`src/rtl/uart_tx_arbiter.sv`:
```
// Round-robin scheduler that shares one UART byte transmitter between
// N_REQ byte producers. One byte is taken at a time over valid/ready.
// The byte is launched with a start strobe. The next grant waits until the
// transmitter's active-low done has asserted and then released.
//
// Ports:
//   i_clk        system clock, rising edge
//   i_rst        synchronous active-low reset
//   i_req_valid  per-requester byte pending
//   i_req_data   requester k byte in [k*NB_DATA +: NB_DATA]
//   o_req_ready  one-hot one-cycle pulse: requester's byte taken
//   i_tx_done_n  transmitter done, active-low, asserted at end of stop bit
//   o_tx_start   one-cycle start strobe to the transmitter
//   o_tx_data    byte to the transmitter, stable from START until IDLE
//   o_grant_id   index of the requester currently or last served
//   o_busy       high whenever not IDLE
module uart_tx_arbiter #(
  parameter int unsigned NB_DATA = 8,
  parameter int unsigned N_REQ   = 2,
  parameter int unsigned NB_ID   = 1
) (
  input  logic                     i_clk,
  input  logic                     i_rst,
  input  logic [N_REQ-1:0]         i_req_valid,
  input  logic [N_REQ*NB_DATA-1:0] i_req_data,
  output logic [N_REQ-1:0]         o_req_ready,
  input  logic                     i_tx_done_n,
  output logic                     o_tx_start,
  output logic [NB_DATA-1:0]       o_tx_data,
  output logic [NB_ID-1:0]         o_grant_id,
  output logic                     o_busy
);

  typedef enum logic [1:0] {
    S_IDLE    = 2'd0,
    S_START   = 2'd1,
    S_BUSY    = 2'd2,
    S_RELEASE = 2'd3
  } state_t;

  state_t               r_state;
  state_t               w_state_nxt;
  logic [NB_ID-1:0]     r_last;
  logic [NB_ID-1:0]     w_last_nxt;
  logic [NB_ID-1:0]     r_grant;
  logic [NB_ID-1:0]     w_grant_nxt;
  logic [NB_DATA-1:0]   r_data;
  logic [NB_DATA-1:0]   w_data_nxt;
  logic [N_REQ-1:0]     r_ready;
  logic [N_REQ-1:0]     w_ready_nxt;
  logic                 r_start;
  logic                 w_start_nxt;
  logic                 r_busy;
  logic                 w_busy_nxt;

  // Round-robin candidates: lowest valid index above the last grant,
  // otherwise the lowest valid index at or below it (wrap-around).
  logic                 w_hi_vld;
  logic [NB_ID-1:0]     w_hi_id;
  logic [NB_DATA-1:0]   w_hi_data;
  logic [NB_ID-1:0]     w_lo_id;
  logic [NB_DATA-1:0]   w_lo_data;
  logic [NB_ID-1:0]     w_pick_id;
  logic [NB_DATA-1:0]   w_pick_data;

  // Descending scan so the lowest qualifying index is the one that sticks.
  always_comb begin
    w_hi_vld  = 1'b0;
    w_hi_id   = '0;
    w_hi_data = '0;
    w_lo_id   = '0;
    w_lo_data = '0;
    for (int k = int'(N_REQ) - 1; k >= 0; k--) begin
      if (i_req_valid[k]) begin
        if (k > int'(r_last)) begin
          w_hi_vld  = 1'b1;
          w_hi_id   = NB_ID'(k);
          w_hi_data = i_req_data[k*NB_DATA +: NB_DATA];
        end else begin
          w_lo_id   = NB_ID'(k);
          w_lo_data = i_req_data[k*NB_DATA +: NB_DATA];
        end
      end
    end
    w_pick_id   = w_hi_vld ? w_hi_id   : w_lo_id;
    w_pick_data = w_hi_vld ? w_hi_data : w_lo_data;
  end

  // Next state and next register values.
  always_comb begin
    w_state_nxt = r_state;
    w_last_nxt  = r_last;
    w_grant_nxt = r_grant;
    w_data_nxt  = r_data;
    w_ready_nxt = '0;
    w_start_nxt = 1'b0;
    case (r_state)
      S_IDLE: begin
        if (|i_req_valid) begin
          w_state_nxt = S_START;
          w_grant_nxt = w_pick_id;
          w_data_nxt  = w_pick_data;
          w_start_nxt = 1'b1;
          w_ready_nxt = N_REQ'(1) << w_pick_id;
        end
      end
      S_START: begin
        w_state_nxt = S_BUSY;
      end
      S_BUSY: begin
        if (!i_tx_done_n) begin
          w_state_nxt = S_RELEASE;
        end
      end
      S_RELEASE: begin
        // Hold off any new start until done is released.
        if (i_tx_done_n) begin
          w_state_nxt = S_IDLE;
          w_last_nxt  = r_grant;
        end
      end
      default: begin
        w_state_nxt = S_IDLE;
      end
    endcase
    w_busy_nxt = (w_state_nxt != S_IDLE);
  end

  // State and output registers.
  always_ff @(posedge i_clk) begin
    if (!i_rst) begin
      r_state <= S_IDLE;
      r_last  <= NB_ID'(N_REQ - 1);
      r_grant <= '0;
      r_data  <= '0;
      r_ready <= '0;
      r_start <= 1'b0;
      r_busy  <= 1'b0;
    end else begin
      r_state <= w_state_nxt;
      r_last  <= w_last_nxt;
      r_grant <= w_grant_nxt;
      r_data  <= w_data_nxt;
      r_ready <= w_ready_nxt;
      r_start <= w_start_nxt;
      r_busy  <= w_busy_nxt;
    end
  end

  assign o_req_ready = r_ready;
  assign o_tx_start  = r_start;
  assign o_tx_data   = r_data;
  assign o_grant_id  = r_grant;
  assign o_busy      = r_busy;

endmodule
```
`config.mk`:
```
export PLATFORM = sky130hd
export DESIGN_NAME = uart_tx_arbiter
export DESIGN_NICKNAME = d
export VERILOG_FILES = /design/src/rtl/uart_tx_arbiter.sv
export SDC_FILE = /design/constraint.sdc
export NUM_CORES = 1
export LEC_CHECK = 0
export CAP_MARGIN = 10
export CORE_MARGIN = 5
export CORE_UTILIZATION = 40
export CTS_BUF_LIST = sky130_fd_sc_hd__clkbuf_8
export DETAILED_ROUTE_END_ITERATION = 8
export PLACE_DENSITY = 0.8
export REMOVE_ABC_BUFFERS = 1
export SLEW_MARGIN = 0
export SYNTH_ARGS = -nofsm -noshare
export SYNTH_HDL_FRONTEND = slang
export SYNTH_SLANG_ARGS = --single-unit
export TNS_END_PERCENT = 1
```
`constraint.sdc`:
```
create_clock -name i_clk -period 1.3 [get_ports i_clk]
set_input_delay 0.195 -clock i_clk [delete_from_list [all_inputs] [get_ports i_clk]]
set_output_delay 0.195 -clock i_clk [all_outputs]
set_load 0.02 [all_outputs]
```
==> reports/metrics.sh, run 1 <==
YS_ASYNC_SR_FRACTION=0
MIN_FROM='i_rst'
DRV_CAP=0
NETS=128
GP_ROUTABILITY_CONGESTION=0.829
WORST_PATH_MAX_DELAY_CELL='sky130_fd_sc_hd__clkdlybuf4s50_1'
GRT_REMAINING_OVERFLOW=0
ROUTE.DETAILED.DRC=0
HOLD_VIOL_FINAL=0
IO-PIN-COUNT=34
WORSTSETUPPATHTYPE='in -> reg'
HOLD_SLACK_PS=484
POST-DP-HPWL_UM=1520
CLOCK_TREE_FROM_TRITONCTS='done'
CP.ARRIVAL_PS=1470
PORT_BUFFERS=33
ROUTED_WIRELENGTH_UM=2220
POSTSYNTH.TOPFLOPCELL='sky130_fd_sc_hd__dfxtp_1'
SYNTH_MOST_COMMON_CELL='sky130_fd_sc_hd__dfxtp_1'
YOSYS.AREA.TOP_TYPE_SHARE=0.474
WL_ON_MET1_UM=966
MAX_CLOCK_FREQ_MHz=758
POWER_LEAKAGE_nW=0.468
CRITPATHLAUNCHTYPE='primary input'
VIASPERCELL=5.86
ANT_NETS=0
DRT_FIRST_ITER_VIOLATIONS=33
TIMING.CRITICAL_PATH.FROM='i_req_valid[0]'
CP_NUM_BUF_INV=2
NETLIST-CELL-TYPE-COUNT=26
REGISTER_TO_REGISTER_SETUP_SLACK_PS=90
RSZ0062_AT_GRT='yes'
ROUTE.VIAS.TOTAL=715
DETAIL_ROUTE_MET2_WL_UM=1090
IRDROPWORSTVDD_mV=0.706
TOP_LAYER='met4'
VIOLATIONS='negative setup slack'
SYNTH_ENABLE_FLOP_CELLS=0
WORST_PIN_SLEW_PS=418
SYN-CELL-AREA_UM2=676
FINALWORSTSETUPSLACK_PS=-20.1
SETUP_TOTAL_NEGATIVE_SLACK_PS=-20.1
SYN_INST_COUNT=67
R2R_STARTPOINT='r_last'
CLOCK_INSERTION_DELAY_WORST_SKEW_PS=250
PATH_CELLS='clkdlybuf4s50_1 > buf_4 > a21boi_4 > a32oi_1 > a211oi_1'
SETUP_VIOL=1
WORST_SLEW_MARGIN_REL=0.721
SEQ_AREA_FRAC_SYNTH=0.474
ROUTED_WIRE_LENGTH_PER_INSTANCE_UM=18.2
POWER.DENSITY_mW_PER_MM2=1270
CRIT_PATH_END_KIND='flop'
TIMING.CRITICAL_PATH.SLOWEST_CELL_DELAY_PS=460
FP-ROW-COUNT=14
YS.WARNINGS.COUNT=0
SLEW_VIOL_FINAL=0
CP_TOP_FAMILY='buffers and inverters'
HTREE_LEVELS=1
SYNTH_SEQ_CELLS=16
AREA_GROWTH_PCT=66.1
INSERTEDDIODECOUNT=0
FIRST_PASS_GRT_WIRE_LENGTH_UM=3350
GRT_USAGE=0.171
CLKSLEWWORSTSETUPHOLDPATHS_PS=70
POST_SYNTH_MOST_FREQUENT_CELLS='16 x sky130_fd_sc_hd__dfxtp_1, 10 x sky130_fd_sc_hd__a21oi_1, 8 x sky130_fd_sc_hd__a32oi_1'
CRITPATHREQUIREDTIME_PS=1450
SYNTH_LARGEST_AREA_CELL='sky130_fd_sc_hd__dfxtp_1'
GRT_PASS1_VIAS=724
WL_MET3_UM=121
ANTENNA_VIOLATIONS_BEFORE_REPAIR=0
FINAL_LAYOUT_SIZE_SUFFIX_GT1_FRAC=0.226
MAXIMUM_NUMBER_OF_PINS_ON_ONE_NET_BEFORE_GLOBAL_ROUTE_REPAIR=11
INITIAL_UTILIZATION=0.433
MIN_PATH_TYPE='in -> reg'
CLOCK_SKEW_PS=4.59
CTS_HOLD_BUF=0
TRITONCTS_NUM_SINKS=16
DRT-PASS1-ITER-COUNT=4
SYNTHESIS.AREA_PER_INSTANCE_UM2=10.1
DIE_OUTLINE_AREA_MM2=0.00261
TRITONCTS.NUM_BUFFERS=3
CLOCK_TREE.BUFFER_DEPTH=2
DIE_WIDTH_UM=51.1
CTSROOTBUFFERMASTER='sky130_fd_sc_hd__clkbuf_8'
RUN_STATUS='finished, violations left'
PERIOD_SHARE=1.02
CRITICAL_PATH.MAX_FANOUT=5
SYNTH_TOP_CELLS_BY_AREA='sky130_fd_sc_hd__dfxtp_1 47%, sky130_fd_sc_hd__a32oi_1 10%, sky130_fd_sc_hd__a211oi_1 7.8%'
FP.COREAREA_MM2=0.00156
FLOORPLAN.DIE.HEIGHT_UM=51.1
LAYOUT_MIN_CYCLE_TIME_PS=1320
-- cell families after synthesis --
kind of cell    count (synthesis)  share of synthesized area
compound gates                 29                      0.320
buf+inv                         6                     0.0629
flops                          16                      0.474
mux                             1                     0.0148
simple gates                   15                      0.128
-- metrics by stage --
| stage | cell area [µm²] | instances | total power, mW | setup WS [ps] | utilization |
|---|---|---|---|---|---|
| 2_1_floorplan | 637 | 62 | 0.783 | 258 | - |
| 4_1_cts | 1090 | 121 | 1.41 | -13.5 | 0.698 |
| 6_report | 1120 | 122 | 1.43 | -20.1 | 0.720 |
| 3_3_place_gp | 1030 | 117 | 0.987 | -216 | 0.662 |
| 3_5_place_dp | 1030 | 117 | 0.998 | -377 | 0.662 |
| 5_1_grt | 1120 | 122 | 1.50 | -49.1 | 0.720 |
-- placed cells by master (no fill, tap or decap), types with 3 or more instances in the layout --
cell                               n
sky130_fd_sc_hd__clkdlybuf4s50_1  20
sky130_fd_sc_hd__clkbuf_8          4
sky130_fd_sc_hd__a32oi_1           7
sky130_fd_sc_hd__a211oi_1          5
sky130_fd_sc_hd__buf_4             6
sky130_fd_sc_hd__dlygate4sd2_1    13
sky130_fd_sc_hd__a211oi_2          3
sky130_fd_sc_hd__dfxtp_1          15
sky130_fd_sc_hd__a21oi_1           9
-- routing by layer --
metal / vias to the layer above / global-route usage
met5: - / 0
met4: 0 / 0.0942
met3: 4 / 0.0233
met2: 31 / 0.303
met1: 342 / 0.196
li1: 338 / -
-- final timing paths --
kind,end,depth (start not counted)
setup / recovery,o_tx_data[1],5
hold reg to reg,r_last,2
setup reg to reg,o_tx_data[1],3
hold / removal,r_last,2
-- flip-flops by register name, summed over array words and instances, names as in the netlist --
register	cells
r_last	1
o_tx_data	8
r_state	2
o_req_ready	2
o_grant_id	1
o_busy	1
o_tx_start	1
-- power by group --
| group | switching, mW | total (mW) | leakage (nW) | internal (mW) |
|---|---|---|---|---|
| Clock | 0.171 | 0.439 | 0.0288 | 0.268 |
| Combinational | 0.217 | 0.407 | 0.307 | 0.190 |
| Sequential | 0.0332 | 0.582 | 0.132 | 0.549 |
| Total | 0.420 | 1.43 | 0.468 | 1.01 |
-- area by class of cell --
cell class                 instances  area [µm²]
inverter                           1        3.75
sequential                        16         322
clock buffer                       4        55.1
tap                               16        20.0
fill                             126         437
timing repair buffer              39         359
multi-input combinational         46         363
-- what timing repair did --
action,in CTS,in global routing
pin swaps,3,1
endpoints found under the setup margin,16,10
buffers inserted,0,0
resized for setup,16,6
hold endpoints to repair,0,0
cloned,0,1
(Power assumes the default switching activity.)
==> inputs of run 2 (changes only) <==
CELL_PAD_IN_SITES_DETAIL_PLACEMENT = 1   (was not set)
CELL_PAD_IN_SITES_GLOBAL_PLACEMENT = 2   (was not set)
CORE_UTILIZATION = 23   (was 40)
PLACE_DENSITY = not set   (was 0.8)
PLACE_DENSITY_LB_ADDON = 0.1   (was not set)
==> run 2 against run 1 <==
Fmax grew 9.8%; register-to-register slack hardly changed; the run now ends clean; power fell by 0.90%; cell area up 0.22%; wire length fell by 1.7%; largest cell class is now buffers; clock power increased by 2%; die area grew 58%; count of clock-buffer cells in the layout is the same; final cell count rose by 14%; first-iteration DRC count decreased by 64%; core utilization fell by 32 points.
==> reports/metrics.sh, run 2 (synthesis results as in run 1) <==
ROUTE.DETAILED.DRC=0  # unchanged
CRIT-REG2REG-CAPTURE='o_tx_data[5]'  # was o_tx_data[1]
INSERTEDDIODECOUNT=0  # unchanged
UTILIZATION_OF_THE_CORE_AFTER_ROUTING=0.404  # was 0.720
R2R_STARTPOINT='r_state[0]'  # was r_last
CP.ARRIVAL_PS=1360  # was 1470 ps
MAX_CLOCK_FREQ_MHz=831  # was 758 MHz
INITIAL_UTILIZATION=0.243  # was 0.433
FINAL_COMMON_CELL='sky130_fd_sc_hd__clkdlybuf4s50_1'  # unchanged
CTSROOTBUFFERMASTER='sky130_fd_sc_hd__clkbuf_8'  # unchanged
ANTENNA_VIOLATIONS_BEFORE_REPAIR=0  # unchanged
ANT_NETS=0  # unchanged
WORST_R2R_PATH_DEPTH=3  # unchanged
SLEW_VIOL_FINAL=0  # unchanged
HOLD_VIOL_FINAL=0  # unchanged
CLOCK_TREE.BUFFER_DEPTH=2  # unchanged
LAYOUT_MIN_CYCLE_TIME_PS=1200  # was 1320 ps
CLOCK_SKEW_PS=2.90  # was 4.59 ps
CRITPATHLAUNCHTYPE='flop'  # was primary input
LAYOUT_CELL_AREA_EXCL_FILL_MM2=0.00112  # about the same
CELL_INTERNAL_PWR_mW=1.00  # was 1.01 mW
MAXIMUM_NUMBER_OF_PINS_ON_ONE_NET_BEFORE_GLOBAL_ROUTE_REPAIR=11  # unchanged
CP_TOP_FAMILY='simple AND/OR/NAND/NOR gates'  # was buffers and inverters
GRT_PASS1_VIAS=752  # was 724
DRV_CAP=0  # unchanged
HOLD_SLACK_PS=428  # was 484 ps
CLOCK_INSERTION_DELAY_WORST_SKEW_PS=250  # about the same
IO-PIN-COUNT=34  # unchanged
TIMING.CRITICAL_PATH.SLOWEST_CELL_DELAY_PS=400  # was 460 ps
LAYOUT.CELLS.MOST_COMMON_LIST='18 x sky130_fd_sc_hd__clkdlybuf4s50_1, 16 x sky130_fd_sc_hd__dfxtp_1, 13 x sky130_fd_sc_hd__dlygate4sd2_1, 10 x sky130_fd_sc_hd__a21oi_1, 9 x sky130_fd_sc_hd__buf_4'  # was 20 x sky130_fd_sc_hd__clkdlybuf4s50_1, 15 x sky130_fd_sc_hd__dfxtp_1, 13 x sky130_fd_sc_hd__dlygate4sd2_1, 9 x sky130_fd_sc_hd__a21oi_1, 7 x sky130_fd_sc_hd__a32oi_1
LARGEST_REGISTER_FFS=8  # unchanged
WORSTSETUPPATHTYPE='reg -> reg'  # was in -> reg
CLOCK_TREE_FROM_TRITONCTS='done'  # unchanged
DIE_WIDTH_UM=64.2  # was 51.1 µm
SEQUENTIAL_SHARE_OF_POWER=0.408  # about the same
POST-DP-HPWL_UM=1680  # was 1520 µm
RSZ0062_AT_GRT='yes'  # unchanged
RUN_STATUS='finished clean'  # was finished, violations left
DPL-INSTANCE-AREA_MM2=0.00107  # was 0.00103 mm²
IRDROPWORSTVDD_mV=0.614  # was 0.706 mV
CLKSLEWWORSTSETUPHOLDPATHS_PS=70  # about the same
GRT_USAGE=0.117  # was 0.171
REGISTER_TO_REGISTER_SETUP_SLACK_PS=100  # was 90 ps
WORST_PATH_MAX_DELAY_CELL='sky130_fd_sc_hd__nor2_2'  # was sky130_fd_sc_hd__clkdlybuf4s50_1
FP-ROW-COUNT=19  # was 14
DRT_FIRST_ITER_VIOLATIONS=12  # was 33
MIN_FROM='i_req_valid[1]'  # was i_rst
POWER.SHARE.COMBINATIONAL=0.277  # was 0.285
CRITPATHREQUIREDTIME_PS=1460  # was 1450 ps
VIASPERCELL=4.92  # was 5.86
AREA_GROWTH_PCT=66.5  # was 66.1%
POWER.SHARE.SWITCHING=0.292  # was 0.294
FINAL_LAYOUT_SIZE_SUFFIX_GT1_FRAC=0.185  # was 0.226
CRIT_PATH_END_KIND='flop'  # unchanged
PERIOD_SHARE=0.925  # was 1.02
NETS=130  # was 128
PATH_CELLS='nor2_2 > a21oi_1 > a211oi_1'  # was clkdlybuf4s50_1 > buf_4 > a21boi_4 > a32oi_1 > a211oi_1
POWER_LEAKAGE_nW=0.488  # was 0.468 nW
ROUTED_WIRELENGTH_UM=2180  # was 2220 µm
HTREE_LEVELS=1  # unchanged
TRITONCTS_NUM_SINKS=16  # unchanged
GP_ROUTABILITY_CONGESTION=0.701  # was 0.829
CP_NUM_BUF_INV=0  # was 2
TRITONCTS.NUM_BUFFERS=3  # unchanged
FIRST_PASS_GRT_WIRE_LENGTH_UM=3800  # was 3350 µm
ROUTE.VIAS.TOTAL=684  # was 715
BUFFER_COUNT_FROM_POST_CTS_SETUP_FIXING=0  # unchanged
POWER.DENSITY_mW_PER_MM2=1260  # was 1270 mW/mm²
GRT_REMAINING_OVERFLOW=0  # unchanged
CTS_HOLD_BUF=0  # unchanged
MIN_PATH_TYPE='in -> reg'  # unchanged
SETUP_VIOL=0  # was 1
POWER.NET_SWITCHING_mW=0.413  # was 0.420 mW
WORST_PIN_SLEW_PS=473  # was 418 ps
FP.COREAREA_MM2=0.00278  # was 0.00156 mm²
WORST_HOLD_PATH.ENDPOINT='o_req_ready[0]'  # was r_last
WORST_SLEW_MARGIN_REL=0.685  # was 0.721
FLOORPLAN.DIE.HEIGHT_UM=64.2  # was 51.1 µm
ROUTED_WIRE_LENGTH_PER_INSTANCE_UM=15.7  # was 18.2 µm
WHS_PATH_DEPTH=4  # was 2
DRT-PASS1-ITER-COUNT=4  # unchanged
CRITICAL_PATH.MAX_FANOUT=10  # was 5
DIE_OUTLINE_AREA_MM2=0.00412  # was 0.00261 mm²
POWER_FRAC_CLOCK=0.315  # was 0.307
PORT_BUFFERS=33  # unchanged
run 2: final cells by class:
type | instances | area (µm²)
sequential | 16 | 320
multi-input combinational | 45 | 320
tap | 31 | 38.8
timing repair buffer | 42 | 387
inverter | 1 | 3.75
clock buffer | 4 | 55.1
fill | 337 | 1660
run 2: metal layers:
metal  vias up  part of all wire  track usage
met5         -                 0            0
met4         0            0.0078       0.0687
met3         2             0.063       0.0368
met2        23              0.46        0.163
met1       322              0.47        0.158
li1        337                 -            -
run 2: worst min-delay path, delay by kind of cell:
family | cells | cell delay, ps
buffers and inverters | 2 | 300
AND/OR/NAND/NOR | 2 | 140
run 2: worst max-delay path by stage:
stage	startpoint	endpoint	slack, ps	depth (start not counted)
after global placement	i_req_valid[0]	o_tx_data[6]	-270	4
after CTS	i_req_valid[1]	o_tx_data[5]	0.9	5
final	r_state[0]	o_tx_data[5]	100	3
after detailed placement	i_req_valid[0]	o_tx_data[5]	-330	5
after global routing	r_last	o_tx_data[4]	-4	3
after floorplan	r_state[0]	o_tx_data[0]	260	3
run 2: power groups by stage:
stage          registers, mW  logic [mW]  clock network (mW)
2_1_floorplan          0.647       0.135                   0
3_3_place_gp           0.589       0.420                   0
3_5_place_dp           0.590       0.423                   0
4_1_cts                0.578       0.396               0.461
5_1_grt                0.586       0.427               0.490
6_report               0.577       0.392               0.446
run 2: what timing repair did:
item	CTS	global route
hold endpoints to repair	0	0
resized for setup	15	2
setup endpoints to repair	22	7
run 2: stage by stage:
stage	instances	total power, mW	setup TNS (ps)	worst slack, ps
CTS	139	1.44	0	0.891
floorplan	62	0.783	0	258
global route	139	1.50	-4.66	-4.19
global placement	135	1.01	-2910	-271
detailed placement	135	1.01	-3310	-331
finish	139	1.41	0	97.2
==> inputs of run 3 (changes only) <==
CORE_UTILIZATION = 24   (was 23)
GPL_TIMING_DRIVEN = 0   (was not set)
clock period = 1.4 ns   (was 1.3 ns; I/O delays follow)
==> run 3 against run 2 <==
First-iteration DRC count grew 58%; non-clock buffer count shrank 9; clock skew grew 1.8 ps; global-route usage shrank 0.95 points; hold slack gained 57 ps; cell area shrank 7.5%.
==> reports/metrics.sh, run 3 (synthesis results as in run 1) <==
WORST_PATH_MAX_DELAY_CELL='sky130_fd_sc_hd__clkdlybuf4s50_1'  # was sky130_fd_sc_hd__nor2_2
POST-DP-HPWL_UM=1510  # was 1680 µm
INSERTEDDIODECOUNT=0  # unchanged
CP.ARRIVAL_PS=1160  # was 1360 ps
FLOORPLAN.DIE.HEIGHT_UM=63.1  # was 64.2 µm
DRT_FIRST_ITER_VIOLATIONS=19  # was 12
GRT_USAGE=0.108  # was 0.117
POWER.SHARE.COMBINATIONAL=0.279  # was 0.277
FINAL_CELLS=129  # was 139
BUFFER_COUNT_FROM_POST_CTS_SETUP_FIXING=0  # unchanged
DIE_WIDTH_UM=63.1  # was 64.2 µm
WORST_PIN_SLEW_PS=491  # was 473 ps
RSZ0062_AT_GRT='no'  # was yes
WORST_SLEW_MARGIN_REL=0.673  # was 0.685
P_TOTAL_mW=1.22  # was 1.41 mW
RUN_STATUS='finished clean'  # unchanged
SETUP_VIOL=0  # unchanged
IO-PIN-COUNT=34  # unchanged
IRDROPWORSTVDD_mV=0.651  # was 0.614 mV
CELL_INTERNAL_PWR_mW=0.862  # was 1.00 mW
ROUTED_WIRE_LENGTH_PER_INSTANCE_UM=16.1  # was 15.7 µm
CTSROOTBUFFERMASTER='sky130_fd_sc_hd__clkbuf_8'  # unchanged
INITIAL_UTILIZATION=0.247  # was 0.243
CRITPATHREQUIREDTIME_PS=1190  # was 1460 ps
MIN_PATH_TYPE='in -> reg'  # unchanged
TRITONCTS_NUM_SINKS=16  # unchanged
SEQ_AREA_UM2=320  # unchanged
FILLERS=310  # was 337
CRITICAL_PATH.MAX_FANOUT=1  # was 10
VIASPERCELL=5.03  # was 4.92
POWER.NET_SWITCHING_mW=0.359  # was 0.413 mW
LARGEST_REGISTER_FFS=8  # unchanged
POWER.DENSITY_mW_PER_MM2=1170  # was 1260 mW/mm²
DIE_OUTLINE_AREA_MM2=0.00398  # was 0.00412 mm²
MIN_FROM='i_rst'  # was i_req_valid[1]
CLOCK_INSERTION_DELAY_WORST_SKEW_PS=250  # about the same
CLOCK_TREE_FROM_TRITONCTS='done'  # unchanged
SLEW_VIOL_FINAL=0  # unchanged
ANTENNA_VIOLATIONS_BEFORE_REPAIR=0  # unchanged
CP_TOP_FAMILY='buffers and inverters'  # was simple AND/OR/NAND/NOR gates
UTILIZATION_OF_THE_CORE_AFTER_ROUTING=0.381  # was 0.404
NETS=121  # was 130
MAXIMUM_NUMBER_OF_PINS_ON_ONE_NET_BEFORE_GLOBAL_ROUTE_REPAIR=14  # was 11
GRT_REMAINING_OVERFLOW=0  # unchanged
SEQUENTIAL_SHARE_OF_POWER=0.438  # was 0.408
FP-ROW-COUNT=19  # unchanged
CTS_HOLD_BUF=0  # unchanged
CRIT_PATH_END_KIND='output pin'  # was flop
ROUTE.DETAILED.DRC=0  # unchanged
CLKSLEWWORSTSETUPHOLDPATHS_PS=60  # was 70 ps
CP_NUM_BUF_INV=1  # was 0
GRT_PASS1_VIAS=683  # was 752
FOOTPRINT_OF_THE_MULTI_INPUT_GATES_UM2=313  # was 320 µm²
PATH_CELLS='clkdlybuf4s50_1'  # was nor2_2 > a21oi_1 > a211oi_1
R2R_STARTPOINT='r_last'  # was r_state[0]
DRT-PASS1-ITER-COUNT=4  # unchanged
WORSTSETUPPATHTYPE='reg -> out'  # was reg -> reg
GP_ROUTABILITY_CONGESTION=0.695  # was 0.701
DRV_CAP=0  # unchanged
LAYOUT_CELL_AREA_EXCL_FILL_MM2=0.00104  # was 0.00112 mm²
POWER.SHARE.SWITCHING=0.294  # was 0.292
POWER_FRAC_CLOCK=0.283  # was 0.315
WORST_R2R_PATH_DEPTH=3  # unchanged
PERIOD_SHARE=0.976
ROUTE.VIAS.TOTAL=649  # was 684
FINAL_COMMON_CELL='sky130_fd_sc_hd__clkdlybuf4s50_1'  # unchanged
PLACED_CELLS=126  # was 135
WHS_PATH_DEPTH=2  # was 4
TIMING.CRITICAL_PATH.SLOWEST_CELL_DELAY_PS=600  # was 400 ps
LAYOUT_MIN_CYCLE_TIME_PS=1370
SETUP_TOTAL_NEGATIVE_SLACK_PS=0  # unchanged
LAYOUT.CELLS.MOST_COMMON_LIST='22 x sky130_fd_sc_hd__clkdlybuf4s50_1, 16 x sky130_fd_sc_hd__dfxtp_1, 10 x sky130_fd_sc_hd__a21oi_1, 9 x sky130_fd_sc_hd__dlygate4sd2_1, 8 x sky130_fd_sc_hd__a32oi_1'  # was 18 x sky130_fd_sc_hd__clkdlybuf4s50_1, 16 x sky130_fd_sc_hd__dfxtp_1, 13 x sky130_fd_sc_hd__dlygate4sd2_1, 10 x sky130_fd_sc_hd__a21oi_1, 9 x sky130_fd_sc_hd__buf_4
HTREE_LEVELS=1  # unchanged
HOLD_VIOL_FINAL=0  # unchanged
ROUTED_WIRELENGTH_UM=2070  # was 2180 µm
MAX_CLOCK_FREQ_MHz=732
FINAL_LAYOUT_SIZE_SUFFIX_GT1_FRAC=0.102  # was 0.185
CLOCK_TREE.BUFFER_DEPTH=2  # unchanged
FIRST_PASS_GRT_WIRE_LENGTH_UM=3340  # was 3800 µm
CRITPATHLAUNCHTYPE='flop'  # unchanged
WORST_HOLD_PATH.ENDPOINT='r_last'  # was o_req_ready[0]
FP.COREAREA_MM2=0.00273  # was 0.00278 mm²
REGISTER_TO_REGISTER_SETUP_SLACK_PS=150  # was 100 ps
PORT_BUFFERS=33  # unchanged
ANT_NETS=0  # unchanged
TRITONCTS.NUM_BUFFERS=3  # unchanged
AREA_GROWTH_PCT=54.1  # was 66.5%
POWER_LEAKAGE_nW=0.427  # was 0.488 nW
DPL-INSTANCE-AREA_MM2=0.00101  # was 0.00107 mm²
CLOCK_SKEW_PS=4.68  # was 2.90 ps
CRIT-REG2REG-CAPTURE='o_tx_data[5]'  # unchanged
==> run 3: cell types whose count changed in the layout (fill, tap and decap cells not counted), sizes merged <==
cell           change
buf                -9
clkbuf             -1
clkdlybuf4s50      +4
dlygate4sd2        -4
==> run 3: metal layers <==
layer / GRT usage / part of all wire
met2: 0.178 / 0.49
met3: 0.0462 / 0.066
met1: 0.119 / 0.43
met4: 0.0477 / 0.013
met5: 0 / 0
==> run 3: power by group through the flow <==
stage	Clock (mW)	Combinational, mW	Sequential (mW)
finish	0.346	0.341	0.534
global route	0.389	0.368	0.545
CTS	0.359	0.351	0.536
detailed placement	0	0.372	0.547
global placement	0	0.369	0.545
floorplan	0	0.126	0.601
==> run 3: stage by stage <==
| step | setup slack, ps | hold WS [ps] |
|---|---|---|
| finish | 33.9 | 486 |
| global route | 7.00 | 481 |
| CTS | 0.276 | 477 |
| detailed placement | -457 | 503 |
| global placement | -450 | 496 |
| floorplan | 358 | 272 |
==> run 3: area by class of cell <==
cell class | count | area share
Tap cell | 31 | 0.0373
Multi-Input combinational cell | 45 | 0.300
Clock buffer | 3 | 0.0397
Sequential cell | 16 | 0.308
Timing Repair Buffer | 33 | 0.311
Inverter | 1 | 0.00361
==> run 3: worst max-delay path by stage <==
stage	startpoint	end	cells after the start
6_report	o_req_ready[1]	o_req_ready[1]	1
5_1_grt	i_req_valid[1]	o_tx_data[2]	4
3_5_place_dp	i_req_valid[0]	o_busy	4
4_1_cts	o_tx_data[2]	o_tx_data[2]	1
2_1_floorplan	r_state[0]	o_tx_data[0]	3
3_3_place_gp	i_req_valid[0]	o_busy	4
==> run 3: what timing repair did <==
| item | CTS | global route |
|---|---|---|
| gates resized for setup | 9 | 2 |
| cloned | 0 | 0 |
| endpoints found under the setup margin | 20 | 2 |
